## config.mk

```make
export PLATFORM = sky130hd
export DESIGN_NAME = mem_check_monitor
export DESIGN_NICKNAME = d
export VERILOG_FILES = /design/src/rtl/mem_check_monitor.sv
export SDC_FILE = /design/constraint.sdc
export NUM_CORES = 1
export LEC_CHECK = 0
export BUFFER_PORTS_ARGS = -buffer_cell sky130_fd_sc_hd__buf_2
export CAP_MARGIN = 20
export CORE_MARGIN = 4
export CORE_UTILIZATION = 59
export DETAILED_ROUTE_END_ITERATION = 8
export HOLD_SLACK_MARGIN = 0.05
export PLACE_DENSITY = 0.87
export SYNTH_ARGS = -nofsm -noshare
export SYNTH_HDL_FRONTEND = slang
export SYNTH_SLANG_ARGS = --single-unit
```

## constraint.sdc

```tcl
create_clock -name clk -period 2.6 [get_ports clk]
set_clock_uncertainty 0.05 [all_clocks]
set_input_delay 0.13 -clock clk [delete_from_list [all_inputs] [get_ports clk]]
set_output_delay 0.13 -clock clk [all_outputs]
set_load 0.05 [all_outputs]
```

## src/rtl/mem_check_monitor.sv

```systemverilog
// Passive run-to-completion monitor: snoops data-memory writes, detects PC halt or timeout, then scores expected entries.
// Define MEM_CHECK_MONITOR_DISPLAY_EN for simulation-only $display reporting (mismatches, timeout, final verdict).
module mem_check_monitor #(
  parameter int ADDR_WIDTH     = 32,
  parameter int DATA_WIDTH     = 32,
  parameter int NUM_CHECKS     = 4,
  parameter int HALT_REPEAT    = 4,
  parameter int TIMEOUT_CYCLES = 200,
  localparam int IDX_WIDTH     = (NUM_CHECKS > 1) ? $clog2(NUM_CHECKS) : 1
) (
  input  logic                  clk,
  input  logic                  reset,
  input  logic [31:0]           pc,
  input  logic                  memWriteEn,
  input  logic [ADDR_WIDTH-1:0] memAddr,
  input  logic [DATA_WIDTH-1:0] memWriteData,
  input  logic                  cfgWe,
  input  logic [IDX_WIDTH-1:0]  cfgIdx,
  input  logic [ADDR_WIDTH-1:0] cfgAddr,
  input  logic [DATA_WIDTH-1:0] cfgData,
  output logic                  done,
  output logic                  pass,
  output logic                  timeout,
  output logic [IDX_WIDTH-1:0]  failIdx,
  output logic [31:0]           cycleCount,
  output logic [31:0]           writeCount
);

  localparam int STB_WIDTH = $clog2(HALT_REPEAT);

  typedef enum logic [1:0] {RUN, CHECK, DONE} state_t;

  state_t                                r_state;
  logic [31:0]                           r_pcQ;
  logic [STB_WIDTH-1:0]                  r_stable;
  logic [NUM_CHECKS-1:0]                 r_valid;
  logic [NUM_CHECKS-1:0]                 r_written;
  logic [NUM_CHECKS-1:0][ADDR_WIDTH-1:0] r_expAddr;
  logic [NUM_CHECKS-1:0][DATA_WIDTH-1:0] r_expData;
  logic [NUM_CHECKS-1:0][DATA_WIDTH-1:0] r_seenData;
  logic [IDX_WIDTH-1:0]                  r_scanIdx;
  logic                                  r_failSeen;
  logic                                  r_done;
  logic                                  r_pass;
  logic                                  r_timeout;
  logic [IDX_WIDTH-1:0]                  r_failIdx;
  logic [31:0]                           r_cycleCount;
  logic [31:0]                           r_writeCount;

  logic                                  w_halt;
  logic                                  w_timeoutHit;
  logic                                  w_curValid;
  logic                                  w_curWritten;
  logic [DATA_WIDTH-1:0]                 w_curExp;
  logic [DATA_WIDTH-1:0]                 w_curSeen;
  logic                                  w_curFail;
  logic                                  w_lastScan;
  logic                                  w_verdictPass;

  assign w_halt       = (r_stable == STB_WIDTH'(HALT_REPEAT - 1));
  assign w_timeoutHit = (r_cycleCount == 32'(TIMEOUT_CYCLES - 1));
  assign w_lastScan   = (r_scanIdx == IDX_WIDTH'(NUM_CHECKS - 1));

  always_comb begin
    w_curValid   = 1'b0;
    w_curWritten = 1'b0;
    w_curExp     = '0;
    w_curSeen    = '0;
    for (int i = 0; i < NUM_CHECKS; i++) begin
      if (r_scanIdx == IDX_WIDTH'(i)) begin
        w_curValid   = r_valid[i];
        w_curWritten = r_written[i];
        w_curExp     = r_expData[i];
        w_curSeen    = r_seenData[i];
      end
    end
  end

  assign w_curFail     = w_curValid && (!w_curWritten || (w_curSeen != w_curExp));
  assign w_verdictPass = !r_timeout && !r_failSeen && !w_curFail;

  // Halt compares against the registered stable count, so the FSM leaves RUN one edge after
  // the count reaches HALT_REPEAT-1; a same-edge timeout loses to halt.
  always_ff @(posedge clk) begin
    if (reset) begin
      r_state      <= RUN;
      r_pcQ        <= '0;
      r_stable     <= '0;
      r_valid      <= '0;
      r_written    <= '0;
      r_expAddr    <= '0;
      r_expData    <= '0;
      r_seenData   <= '0;
      r_scanIdx    <= '0;
      r_failSeen   <= 1'b0;
      r_done       <= 1'b0;
      r_pass       <= 1'b0;
      r_timeout    <= 1'b0;
      r_failIdx    <= '0;
      r_cycleCount <= '0;
      r_writeCount <= '0;
    end else begin
      case (r_state)
        RUN: begin
          r_pcQ <= pc;
          if (pc != r_pcQ) begin
            r_stable <= '0;
          end else if (!w_halt) begin
            r_stable <= r_stable + STB_WIDTH'(1);
          end
          if (r_cycleCount != '1) begin
            r_cycleCount <= r_cycleCount + 32'd1;
          end
          if (memWriteEn && (r_writeCount != '1)) begin
            r_writeCount <= r_writeCount + 32'd1;
          end
          // Configuration of an entry overrides a snoop hit on that entry in the same cycle.
          for (int i = 0; i < NUM_CHECKS; i++) begin
            if (cfgWe && (cfgIdx == IDX_WIDTH'(i))) begin
              r_valid[i]   <= 1'b1;
              r_expAddr[i] <= cfgAddr;
              r_expData[i] <= cfgData;
              r_written[i] <= 1'b0;
            end else if (memWriteEn && r_valid[i] && (r_expAddr[i] == memAddr)) begin
              r_written[i]  <= 1'b1;
              r_seenData[i] <= memWriteData;
            end
          end
          if (w_halt) begin
            r_state    <= CHECK;
            r_scanIdx  <= '0;
            r_failSeen <= 1'b0;
          end else if (w_timeoutHit) begin
            r_state    <= CHECK;
            r_scanIdx  <= '0;
            r_failSeen <= 1'b0;
            r_timeout  <= 1'b1;
          end
        end
        CHECK: begin
          if (w_curFail && !r_failSeen) begin
            r_failSeen <= 1'b1;
            r_failIdx  <= r_scanIdx;
          end
          if (w_lastScan) begin
            r_state <= DONE;
            r_done  <= 1'b1;
            r_pass  <= w_verdictPass;
          end else begin
            r_scanIdx <= r_scanIdx + IDX_WIDTH'(1);
          end
        end
        DONE: begin
          r_state <= DONE;
        end
        default: begin
          r_state <= RUN;
        end
      endcase
    end
  end

  assign done       = r_done;
  assign pass       = r_pass;
  assign timeout    = r_timeout;
  assign failIdx    = r_failIdx;
  assign cycleCount = r_cycleCount;
  assign writeCount = r_writeCount;

`ifdef MEM_CHECK_MONITOR_DISPLAY_EN
  logic [ADDR_WIDTH-1:0] w_curAddr;

  always_comb begin
    w_curAddr = '0;
    for (int i = 0; i < NUM_CHECKS; i++) begin
      if (r_scanIdx == IDX_WIDTH'(i)) begin
        w_curAddr = r_expAddr[i];
      end
    end
  end

  always @(posedge clk) begin
    if (!reset) begin
      if ((r_state == RUN) && !w_halt && w_timeoutHit) begin
        $display("[mem_check_monitor] timeout after %0d cycles", r_cycleCount + 32'd1);
      end
      if ((r_state == CHECK) && w_curFail) begin
        $display("[mem_check_monitor] mismatch idx=%0d addr=0x%0h expected=0x%0h seen=0x%0h written=%0b",
                 r_scanIdx, w_curAddr, w_curExp, w_curSeen, w_curWritten);
      end
      if ((r_state == CHECK) && w_lastScan) begin
        $display("[mem_check_monitor] %s cycleCount=%0d", w_verdictPass ? "PASS" : "FAIL", r_cycleCount);
      end
    end
  end
`else
  // Synthesizable build: port behaviour only, no reporting.
`endif

endmodule

```

==> qor.yml <==
status: "finished clean"
syn_inst: 2514
dp_cells: 3108
wl_mm: 70.9
final.period_utilization_pct: 98.2
seq_area_frac_synth_pct: 46.5
cts_tree: "built"
cp_max_fo: 33
hold_class: "input port to register"
worstMarginPinSlew_ps: 737
grt_pass1_vias: 20700
p_leak_nw: 11.2
max-vdd-ir-drop_mv: 0.641
yosysUniqueCellTypes: 55
clk_pin_slew_ps: 60
netlist_top_cells_count: "nand2_1 (547), dfxtp_1 (500), a21oi_1 (278), nor2_1 (249), xor2_1 (207)"
portBuffers: 234
finalHoldViolations: 0
cpMaxStageDelayCell: "nor4_1"
crit_path_end_kind: "register"
drc: 0
nets: 3012
grt_use_total_pct: 34.7
cts_root_buf: "clkbuf_16"
core_area_mm2: 0.0357
cp.required_ps: 3020
worst_slack_ps: 46.4
hold-path-cell-count: 5
first_pass_iters: 6
globalplace.congestion: 0.928
critPathArrivalTime_ps: 2970
post-route-min-period_ps: 2550
worstSetupStartpointType: "register"
drv_slew: 0
numCtsBuffers: 50
first_iter_violations: 2307
std_cell_rows: 69
synth_area_per_cell_um2: 8.56
routed_via_density: 6.10
place_ws_ps: 113
reg2regPathDepth: 7
path_class: "register to register"
antenna_found_initial: 3
pin_count: 235
finalSetupViolCount: 0
fmax_mhz: 392
start_util_pct: 60.2
syn_to_final_growth_pct: 22.6
cts_max_level: 2
synth_edf_count: 0
avgRoutedWirePerCell_um: 21.2
rsz0062_at_grt: "false"
yosys_warnings: 0
power_mw: 18.5
die_h_um: 199
syn-cell-area_mm2: 0.0215
drv_cap: 0
fillers: 2259
async_flop_share_pct: 0
clockBufferDepth: 3
netlist.area_leader.share_pct: 46.5
max_stage_delay_ps: 440
synth_ff_type: "dfxtp_1"
synth_area_leader_cell: "dfxtp_1"
synth-seq-cells: 500
insertion_delay_ps: 610
post_synth_main_area_contributors: "dfxtp_1 (46%), nand2_1 (9.5%), xor2_1 (8.4%), mux2i_1 (7.6%), a21oi_1 (6.5%)"
grt_remaining_overflow: 0
grt_max_degree: 108
syn_nets: 2689
final_cell_count_no_fill: 3345
die_area_mm2: 0.0396
dp_hpwl_mm: 42.8
antenna_left: 0
clock_sinks: 500
grt_pass1_wl_mm: 110
fin_setup_tns_ps: 0
slew_headroom_pct: 50.9
die_w_um: 199
vias: 20400
drive_gt1_share_pct: 13.4
path_cells: "xor2_1 -> nor4_1 -> nand4_1 -> nor3_4 -> buf_12 -> mux2i_1 -> nor2_1"
power_per_cell_area_mw_per_mm2: 700
synth_most_common_cell: "nand2_1"
cells in the final DEF (no fill, tap or decap), types with 6 or more instances in the layout:
cell type / instances
dlygate4sd3_1: 138
clkbuf_1: 7
nand2_1: 547
and4_1: 6
dfxtp_1: 500
ha_1: 7
bufinv_16: 6
o21ai_0: 15
nand4_1: 54
xnor2_1: 134
buf_12: 14
inv_1: 18
nor3_1: 21
buf_4: 26
xor2_1: 207
or3_1: 10
mux2i_1: 164
clkbuf_16: 50
buf_2: 233
clkbuf_8: 17
diode_2: 6
nand3_1: 37
nor4_1: 57
a21oi_1: 278
clkinv_2: 9
and3_1: 16
nor2_1: 247
repair_timing:
action                                 CTS  global route
endpoints found under the hold margin  422             0
gates resized for setup                  0             2
hold buffers                           138             0
setup buffers                            0             0
setup endpoints to repair                0             3
registers in the layout, summed over array words and instances (netlist names):
signal / count
r_expData: 128
r_valid: 4
r_failSeen: 1
r_written: 4
r_scanIdx: 2
done: 1
r_stable: 2
timeout: 1
cycleCount: 32
writeCount: 32
r_pcQ: 32
r_expAddr: 128
pass: 1
r_state: 2
failIdx: 2
r_seenData: 128
cell type report:
type                    count  area, um2  share of cell area (%)
diodes                      6       15.0                  0.0569
clock buffers              74       1510                    5.73
clock inverters            19        267                    1.01
inverters                  18       67.6                   0.256
multi-input cells        1855      10900                    41.3
flip-flops and latches    500      10000                    37.9
well taps                 461        577                    2.19
repair buffers            412       3040                    11.5
stage by stage:
| stage | cell area, um2 | util [%] | hold WS (ps) |
|---|---|---|---|
| global placement | 23200 | 64.9 | 342 |
| detailed placement | 23200 | 64.9 | 354 |
| global route | 26400 | 73.8 | 137 |
| CTS | 26400 | 73.8 | 83.8 |
| floorplan | 21500 | - | 216 |
| finish | 26400 | 73.8 | 119 |
routing by layer:
metal,part of all wire (%),GRT usage [%],wire length (um),vias to the layer above
met1,36,41.8,25800,9655
met3,11,7.62,7540,337
met4,6.2,20.5,4420,0
met5,0,0,0,-
li1,-,-,-,9016
met2,47,56.9,33100,1393
power breakdown:
part / switching, mW / internal, mW
Clock: 3.15 / 4.63
Sequential: 0.241 / 7.97
Combinational: 1.54 / 0.949
final timing paths:
path                start        endpoint  slack, ps
max reg2reg  r_expAddr[4]  r_seenData[19]         50
min             cfgIdx[1]   r_expAddr[29]        120
min reg2reg          done            done        410
max          r_expAddr[4]  r_seenData[19]         50
worst max-delay path: cells and delay by family (launching register included):
family                    cells  cell delay, ps
buffers and inverters         1             320
DFF                           1             320
xor gates and xnor gates      1             190
muxes                         1             370
and+or+nand+nor               4            1140
logic make-up after synthesis:
group	Yosys count	share of synthesized area (%)
buf+inv	159	3.06
flops	500	46.5
compound gates	319	7.94
mux	164	7.62
simple gates	1022	20.5
fa+ha+maj	9	0.523
xor+xnor	341	13.9
No activity file was read; power rests on OpenSTA's default activity.
